[src/rtl/snake_pkg.sv]
// Shared snake-game constants, default item position and placer state encoding.
package snake_pkg;

    localparam int XSIZE    = 48;
    localparam int YSIZE    = 64;
    localparam int MAX_SIZE = 20;
    localparam int COORD_W  = 6;

    localparam logic [COORD_W-1:0] ITEM_X0 = COORD_W'(XSIZE >> 2);
    localparam logic [COORD_W-1:0] ITEM_Y0 = COORD_W'(YSIZE >> 1);

    typedef enum logic [1:0] {
        IDLE,
        DRAW,
        CHECK,
        DONE
    } state_e;

endpackage

[src/rtl/item_placer_if.sv]
// Request/response bundle between the game controller and the item placer.
interface item_placer_if #(
    parameter int MAX_SIZE = snake_pkg::MAX_SIZE
);
    import snake_pkg::*;

    logic [MAX_SIZE*COORD_W-1:0] body_x;
    logic [MAX_SIZE*COORD_W-1:0] body_y;
    logic [11:0]                 size;
    logic                        start;
    logic [COORD_W-1:0]          item_x;
    logic [COORD_W-1:0]          item_y;
    logic                        done;
    logic                        busy;

    modport master (
        output body_x, body_y, size, start,
        input  item_x, item_y, done, busy
    );

    modport slave (
        input  body_x, body_y, size, start,
        output item_x, item_y, done, busy
    );

endinterface

[src/rtl/lfsr16.sv]
// Free-running 16-bit Fibonacci LFSR, taps x^16+x^14+x^13+x^11+1.
module lfsr16 #(
    parameter logic [15:0] SEED = 16'hACE1
) (
    input  logic        i_Clk,
    input  logic        i_Rst,
    output logic [15:0] o_Value
);

    always_ff @(posedge i_Clk) begin
        if (i_Rst) begin
            o_Value <= SEED;
        end else begin
            o_Value <= {o_Value[0] ^ o_Value[2] ^ o_Value[3] ^ o_Value[5], o_Value[15:1]};
        end
    end

endmodule

[src/rtl/item_placer.sv]
// Picks a wall-free, body-free cell: random LFSR draws, then a raster scan once
// the random-try budget is spent, checking one body segment per cycle.
module item_placer #(
    parameter int          XSIZE     = snake_pkg::XSIZE,
    parameter int          YSIZE     = snake_pkg::YSIZE,
    parameter int          MAX_SIZE  = snake_pkg::MAX_SIZE,
    parameter int          MAX_TRIES = 64,
    parameter logic [15:0] LFSR_SEED = 16'hACE1
) (
    input  logic         i_Clk,
    input  logic         i_Rst,
    item_placer_if.slave bus
);
    import snake_pkg::*;

    localparam int CNT_W = $clog2(MAX_SIZE + 1);
    localparam logic [COORD_W-1:0] X_MAX   = COORD_W'(XSIZE - 2);
    localparam logic [COORD_W-1:0] Y_MAX   = COORD_W'(YSIZE - 2);
    localparam logic [COORD_W-1:0] RST_X   = COORD_W'(XSIZE >> 2);
    localparam logic [COORD_W-1:0] RST_Y   = COORD_W'(YSIZE >> 1);
    localparam logic [15:0]        TRY_LIM = 16'(MAX_TRIES);

    logic [15:0] lfsr_value;
    logic        unused_lfsr;

    lfsr16 #(.SEED(LFSR_SEED)) u_lfsr (
        .i_Clk   (i_Clk),
        .i_Rst   (i_Rst),
        .o_Value (lfsr_value)
    );

    assign unused_lfsr = ^lfsr_value[15:12];

    state_e             state;
    logic [COORD_W-1:0] snap_x [MAX_SIZE];
    logic [COORD_W-1:0] snap_y [MAX_SIZE];
    logic [CNT_W-1:0]   n, idx, n_next;
    logic [15:0]        tries;
    logic               fb;
    logic [COORD_W-1:0] cand_x, cand_y, item_x, item_y;
    logic               done, busy;

    logic               fb_mode, draw_ok, hit;
    logic [COORD_W-1:0] draw_x, draw_y, rx, ry;

    assign rx      = lfsr_value[5:0];
    assign ry      = lfsr_value[11:6];
    assign fb_mode = fb || (tries >= TRY_LIM);
    assign hit     = (snap_x[idx] == cand_x) && (snap_y[idx] == cand_y);
    assign n_next  = (bus.size > 12'(MAX_SIZE)) ? CNT_W'(MAX_SIZE) : bus.size[CNT_W-1:0];

    // The first fallback draw lands on (1,1); later ones step the raster from the previous candidate.
    always_comb begin
        draw_x  = rx;
        draw_y  = ry;
        draw_ok = (rx >= 6'd1) && (rx <= X_MAX) && (ry >= 6'd1) && (ry <= Y_MAX);
        if (fb_mode) begin
            draw_ok = 1'b1;
            if (!fb) begin
                draw_x = 6'd1;
                draw_y = 6'd1;
            end else if (cand_x == X_MAX) begin
                draw_x = 6'd1;
                draw_y = (cand_y == Y_MAX) ? 6'd1 : cand_y + 6'd1;
            end else begin
                draw_x = cand_x + 6'd1;
                draw_y = cand_y;
            end
        end
    end

    always_ff @(posedge i_Clk) begin
        if (i_Rst) begin
            state  <= IDLE;
            n      <= '0;
            idx    <= '0;
            tries  <= '0;
            fb     <= 1'b0;
            cand_x <= '0;
            cand_y <= '0;
            item_x <= RST_X;
            item_y <= RST_Y;
            done   <= 1'b0;
            busy   <= 1'b0;
        end else begin
            case (state)
                IDLE: begin
                    done <= 1'b0;
                    busy <= 1'b0;
                    if (bus.start) begin
                        for (int unsigned k = 0; k < MAX_SIZE; k++) begin
                            snap_x[k] <= bus.body_x[k*COORD_W +: COORD_W];
                            snap_y[k] <= bus.body_y[k*COORD_W +: COORD_W];
                        end
                        n     <= n_next;
                        tries <= '0;
                        fb    <= 1'b0;
                        busy  <= 1'b1;
                        state <= DRAW;
                    end
                end
                DRAW: begin
                    if (draw_ok) begin
                        cand_x <= draw_x;
                        cand_y <= draw_y;
                        fb     <= fb_mode;
                        idx    <= '0;
                        if (n == '0) begin
                            item_x <= draw_x;
                            item_y <= draw_y;
                            done   <= 1'b1;
                            state  <= DONE;
                        end else begin
                            state <= CHECK;
                        end
                    end else if (tries != 16'hFFFF) begin
                        tries <= tries + 16'd1;
                    end
                end
                CHECK: begin
                    if (hit) begin
                        if (tries != 16'hFFFF) tries <= tries + 16'd1;
                        state <= DRAW;
                    end else if (idx == n - 1'b1) begin
                        item_x <= cand_x;
                        item_y <= cand_y;
                        done   <= 1'b1;
                        state  <= DONE;
                    end else begin
                        idx <= idx + 1'b1;
                    end
                end
                DONE: begin
                    done  <= 1'b0;
                    busy  <= 1'b0;
                    state <= IDLE;
                end
                default: state <= IDLE;
            endcase
        end
    end

    assign bus.item_x = item_x;
    assign bus.item_y = item_y;
    assign bus.done   = done;
    assign bus.busy   = busy;

endmodule

[src/flat_wrapper.sv]
// flat-port wrapper written by rule: the top's interface ports become plain ports
module item_placer_flat import snake_pkg::*;
#(
    parameter int          XSIZE     = snake_pkg::XSIZE,
    parameter int          YSIZE     = snake_pkg::YSIZE,
    parameter int          MAX_SIZE  = snake_pkg::MAX_SIZE,
    parameter int          MAX_TRIES = 64,
    parameter logic [15:0] LFSR_SEED = 16'hACE1
)
  (i_Clk, i_Rst, bus_body_x, bus_body_y, bus_size, bus_start, bus_item_x, bus_item_y, bus_done, bus_busy);
  item_placer_if #(.MAX_SIZE(MAX_SIZE)) bus_i ();
  input  logic i_Clk;
  input  logic i_Rst;
  input wire logic [$bits(bus_i.body_x)-1:0] bus_body_x;
  input wire logic [$bits(bus_i.body_y)-1:0] bus_body_y;
  input wire logic [$bits(bus_i.size)-1:0] bus_size;
  input wire logic [$bits(bus_i.start)-1:0] bus_start;
  output wire logic [$bits(bus_i.item_x)-1:0] bus_item_x;
  output wire logic [$bits(bus_i.item_y)-1:0] bus_item_y;
  output wire logic [$bits(bus_i.done)-1:0] bus_done;
  output wire logic [$bits(bus_i.busy)-1:0] bus_busy;
  assign bus_i.body_x = bus_body_x;
  assign bus_i.body_y = bus_body_y;
  assign bus_i.size = bus_size;
  assign bus_i.start = bus_start;
  assign bus_item_x = bus_i.item_x;
  assign bus_item_y = bus_i.item_y;
  assign bus_done = bus_i.done;
  assign bus_busy = bus_i.busy;
  item_placer #(.XSIZE(XSIZE), .YSIZE(YSIZE), .MAX_SIZE(MAX_SIZE), .MAX_TRIES(MAX_TRIES), .LFSR_SEED(LFSR_SEED)) u_core (.i_Clk(i_Clk), .i_Rst(i_Rst), .bus(bus_i));
endmodule
[config.mk]
export PLATFORM = sky130hd
export DESIGN_NAME = item_placer_flat
export DESIGN_NICKNAME = d
export VERILOG_FILES = /design/src/rtl/snake_pkg.sv /design/src/rtl/item_placer_if.sv /design/src/rtl/lfsr16.sv /design/src/rtl/item_placer.sv /design/src/flat_wrapper.sv
export SDC_FILE = /design/constraint.sdc
export NUM_CORES = 1
export LEC_CHECK = 0
export BUFFER_PORTS_ARGS = -buffer_cell sky130_fd_sc_hd__buf_2
export CAP_MARGIN = 10
export CORE_UTILIZATION = 55
export DETAILED_ROUTE_END_ITERATION = 6
export HOLD_SLACK_MARGIN = 0.03
export PLACE_DENSITY = 0.8
export SLEW_MARGIN = 20
export SYNTH_ARGS = -nofsm -noshare
export SYNTH_HDL_FRONTEND = slang
export SYNTH_HIERARCHICAL = 1
export SYNTH_SLANG_ARGS = --single-unit
export TNS_END_PERCENT = 10
[constraint.sdc]
create_clock -name i_Clk -period 19.6 [get_ports i_Clk]
set_input_delay 3.92 -clock i_Clk [delete_from_list [all_inputs] [get_ports i_Clk]]
set_output_delay 3.92 -clock i_Clk [all_outputs]
set_load 0.1 [all_outputs]
==> run metrics <==
status complete, no violations; DRT iter0 DRCs 719; design area 0.0161 mm^2; average cell area after synthesis 14.9 um^2; Worst setup EP type register; worst hold start u_core/u_lfsr/o_Value[12]; Max clock buf depth 3; # IOs 269; critical path required time 19.72 ns; std cell rows 56; Initial Util 56.4%; worst hold path class reg -> reg; power density cells 120 mW/mm^2; number of cells produced by synthesis 895; vias in the first global route 8427; full die area 0.0249 mm^2; Core Area 0.0237 mm^2; Root Buffer Master clkbuf_16; largest net degree at the start of global routing 215; post-synth net total 1162; R2R Setup Slk 14.63 ns; RSZ-0062 raised after global routing false; maxcap violations 0; WL/cell 20.3 um; synthesized cell area 0.0134 mm^2; Final Net Count 1427; fmax 0.163 GHz; post-cts sizing count 0; cell taking the most area after synthesis edfxtp_1; Tot GR Track Use 24.8%; clock-pin slew on the worst setup and hold paths 0.05 ns; post-synthesis sequential area ratio 65.3%; DP Area 0.0149 mm^2; setup violators final 0; Setup Skew 0.0254 ns; Hold EP u_core/u_lfsr/o_Value[11]; Critical R2R Capture u_core/bus.item_y[5]; Lkg Pwr 5.89 nW; final hold violations 0; routed via count 8614; crit path kind in -> reg; Worst setup SP type input port; initial antenna violation count 11; grt ovf 0; yosys warns 6; count of cell types in the netlist 69; Die Ht 158 um; DRC 0; drt first pass iters 5; top post-synthesis cells by area edfxtp_1, dfxtp_1, mux4_2; H-tree level count 2; latest clock arrival within the worst-skew pair 0.52 ns; setup bufs post-CTS 0; critical path data arrival time 6.23 ns; Top FF cell, synth edfxtp_1; post-DP HPWL 21.1 mm; post-route minimum period 6.12 ns; max-slew violations 0; IO Port Bufs 268; remaining antenna violation count 0; CP max FO 214; ys async rst share 0%; P&R area growth vs syn 20.1%; Post-synth top cells edfxtp_1, dfxtp_1, nand2_1; routability congestion estimate 0.865; path depth of the worst reg2reg path 10; EDFF count, synth 240; TritonCTS Sinks 316; Via-to-Cell Ratio 5.67; Worst Max-Slew Pin Slew 1.19 ns; global-route wire length before repair 45.4 mm; Post-CTS Hold Fix Bufs 0; CTS buffer count 34; Max VDD drop 0.0912 mV; Cells on Worst Hold Path 1; top-count cell post-synth edfxtp_1; relative slew slack 20.8%; CTS tree yes; Total Wirelength 30.9 mm; Final TNS setup 0 ns; Yosys reg bits 316; top-area cell type share of the netlist area 53.9%; Die X-Extent 158 um; layout cells sized above 1 33.8%; period utilisation layout 31.2%
-- state kept, by name, summed over array words and instances, names as in the netlist, named ones only --
| signal | cells |
|---|---|
| u_core/bus.busy | 1 |
| u_core/bus.done | 1 |
| u_core/bus.item_x | 6 |
| u_core/bus.item_y | 6 |
| u_core/cand_x | 6 |
| u_core/cand_y | 6 |
| u_core/fb | 1 |
| u_core/idx | 5 |
| u_core/n | 5 |
| u_core/snap_x | 120 |
| u_core/snap_y | 120 |
| u_core/state | 2 |
| u_core/tries | 16 |
| u_core/u_lfsr/o_Value | 16 |
-- cells in the final DEF, fill, tap and decap left out, drive strengths merged, types with 10 or more instances in the layout --
cell and count:
a21oi 25, a22oi 13, a31oi 14, buf 277
clkbuf 43, clkinv 15, dfxtp 76, diode 16
edfxtp 240, ha 12, inv 20, mux2i 32
mux4 57, nand2 55, nand3 30, nand4 15
nor2 41, nor2b 15, nor3 22, o21ai 21
or4 10, xnor2 17, xor2 15
-- area by class of cell --
type                       instances  area (um^2)
sequential                       316         8730
inverter                          20         75.1
multi-input combinational        511         4320
timing repair buffer             277         1420
tap                              319          399
antenna                           16         40.0
clock buffer                      43          895
fill                            1660         7630
clock inverter                    18          171
-- routing by layer --
| metal | GRT usage [%] | up-vias | wire, um |
|---|---|---|---|
| li1 | - | 4061 | - |
| met1 | 28.1 | 4130 | 11600 |
| met2 | 43.8 | 349 | 15800 |
| met3 | 7.47 | 72 | 2360 |
| met4 | 10.0 | 2 | 1020 |
| met5 | 0 | - | 13 |
-- worst max path at each step --
stage               start              endpoint  slack, ns  depth (start not counted)
global placement    i_Rst   u_core/snap_y[8][0]      13.10                          4
floorplan           i_Rst   u_core/snap_x[0][0]       4.46                          3
global route        i_Rst   u_core/snap_y[0][0]      13.40                          4
finish              i_Rst   u_core/snap_y[0][0]      13.48                          4
detailed placement  i_Rst  u_core/snap_x[15][3]      13.05                          4
CTS                 i_Rst   u_core/snap_x[9][2]      13.59                          4
-- through the flow --
step                utilization (%)  worst slack (ns)  total power, mW  instances  hold slack [ns]
finish                         67.8             13.48             1.92       1520            0.417
global route                   67.7             13.40             2.00       1511            0.446
CTS                            67.6             13.59             1.93       1504            0.424
detailed placement             63.1             13.05             1.32       1443            0.395
global placement               63.1             13.10             1.31       1443            0.400
floorplan                         -              4.46             1.23        895            0.383
-- power breakdown --
part / internal, mW / leakage [nW] / switching, mW / total, mW
Sequential: 0.829 / 2.84 / 0.0475 / 0.876
Combinational: 0.148 / 2.53 / 0.286 / 0.434
Clock: 0.354 / 0.523 / 0.258 / 0.612
-- critical path, stage by stage --
cell    delay, ns
buf_2        0.23
buf_4        0.35
nor2_4       0.68
buf_12       0.72
-- logic make-up after synthesis --
group                    Yosys count  synth area share, %
multiplexers                      96                 12.8
AND/OR/NAND/NOR                  240                 9.49
AO/OA/AOI/OAI                    131                 6.79
adder cells (fa/ha/maj)           12                 1.12
buffers and inverters             68                 2.43
XOR/XNOR                          32                 2.10
flip-flops                       316                 65.3
No activity file was read; power rests on OpenSTA's default activity.
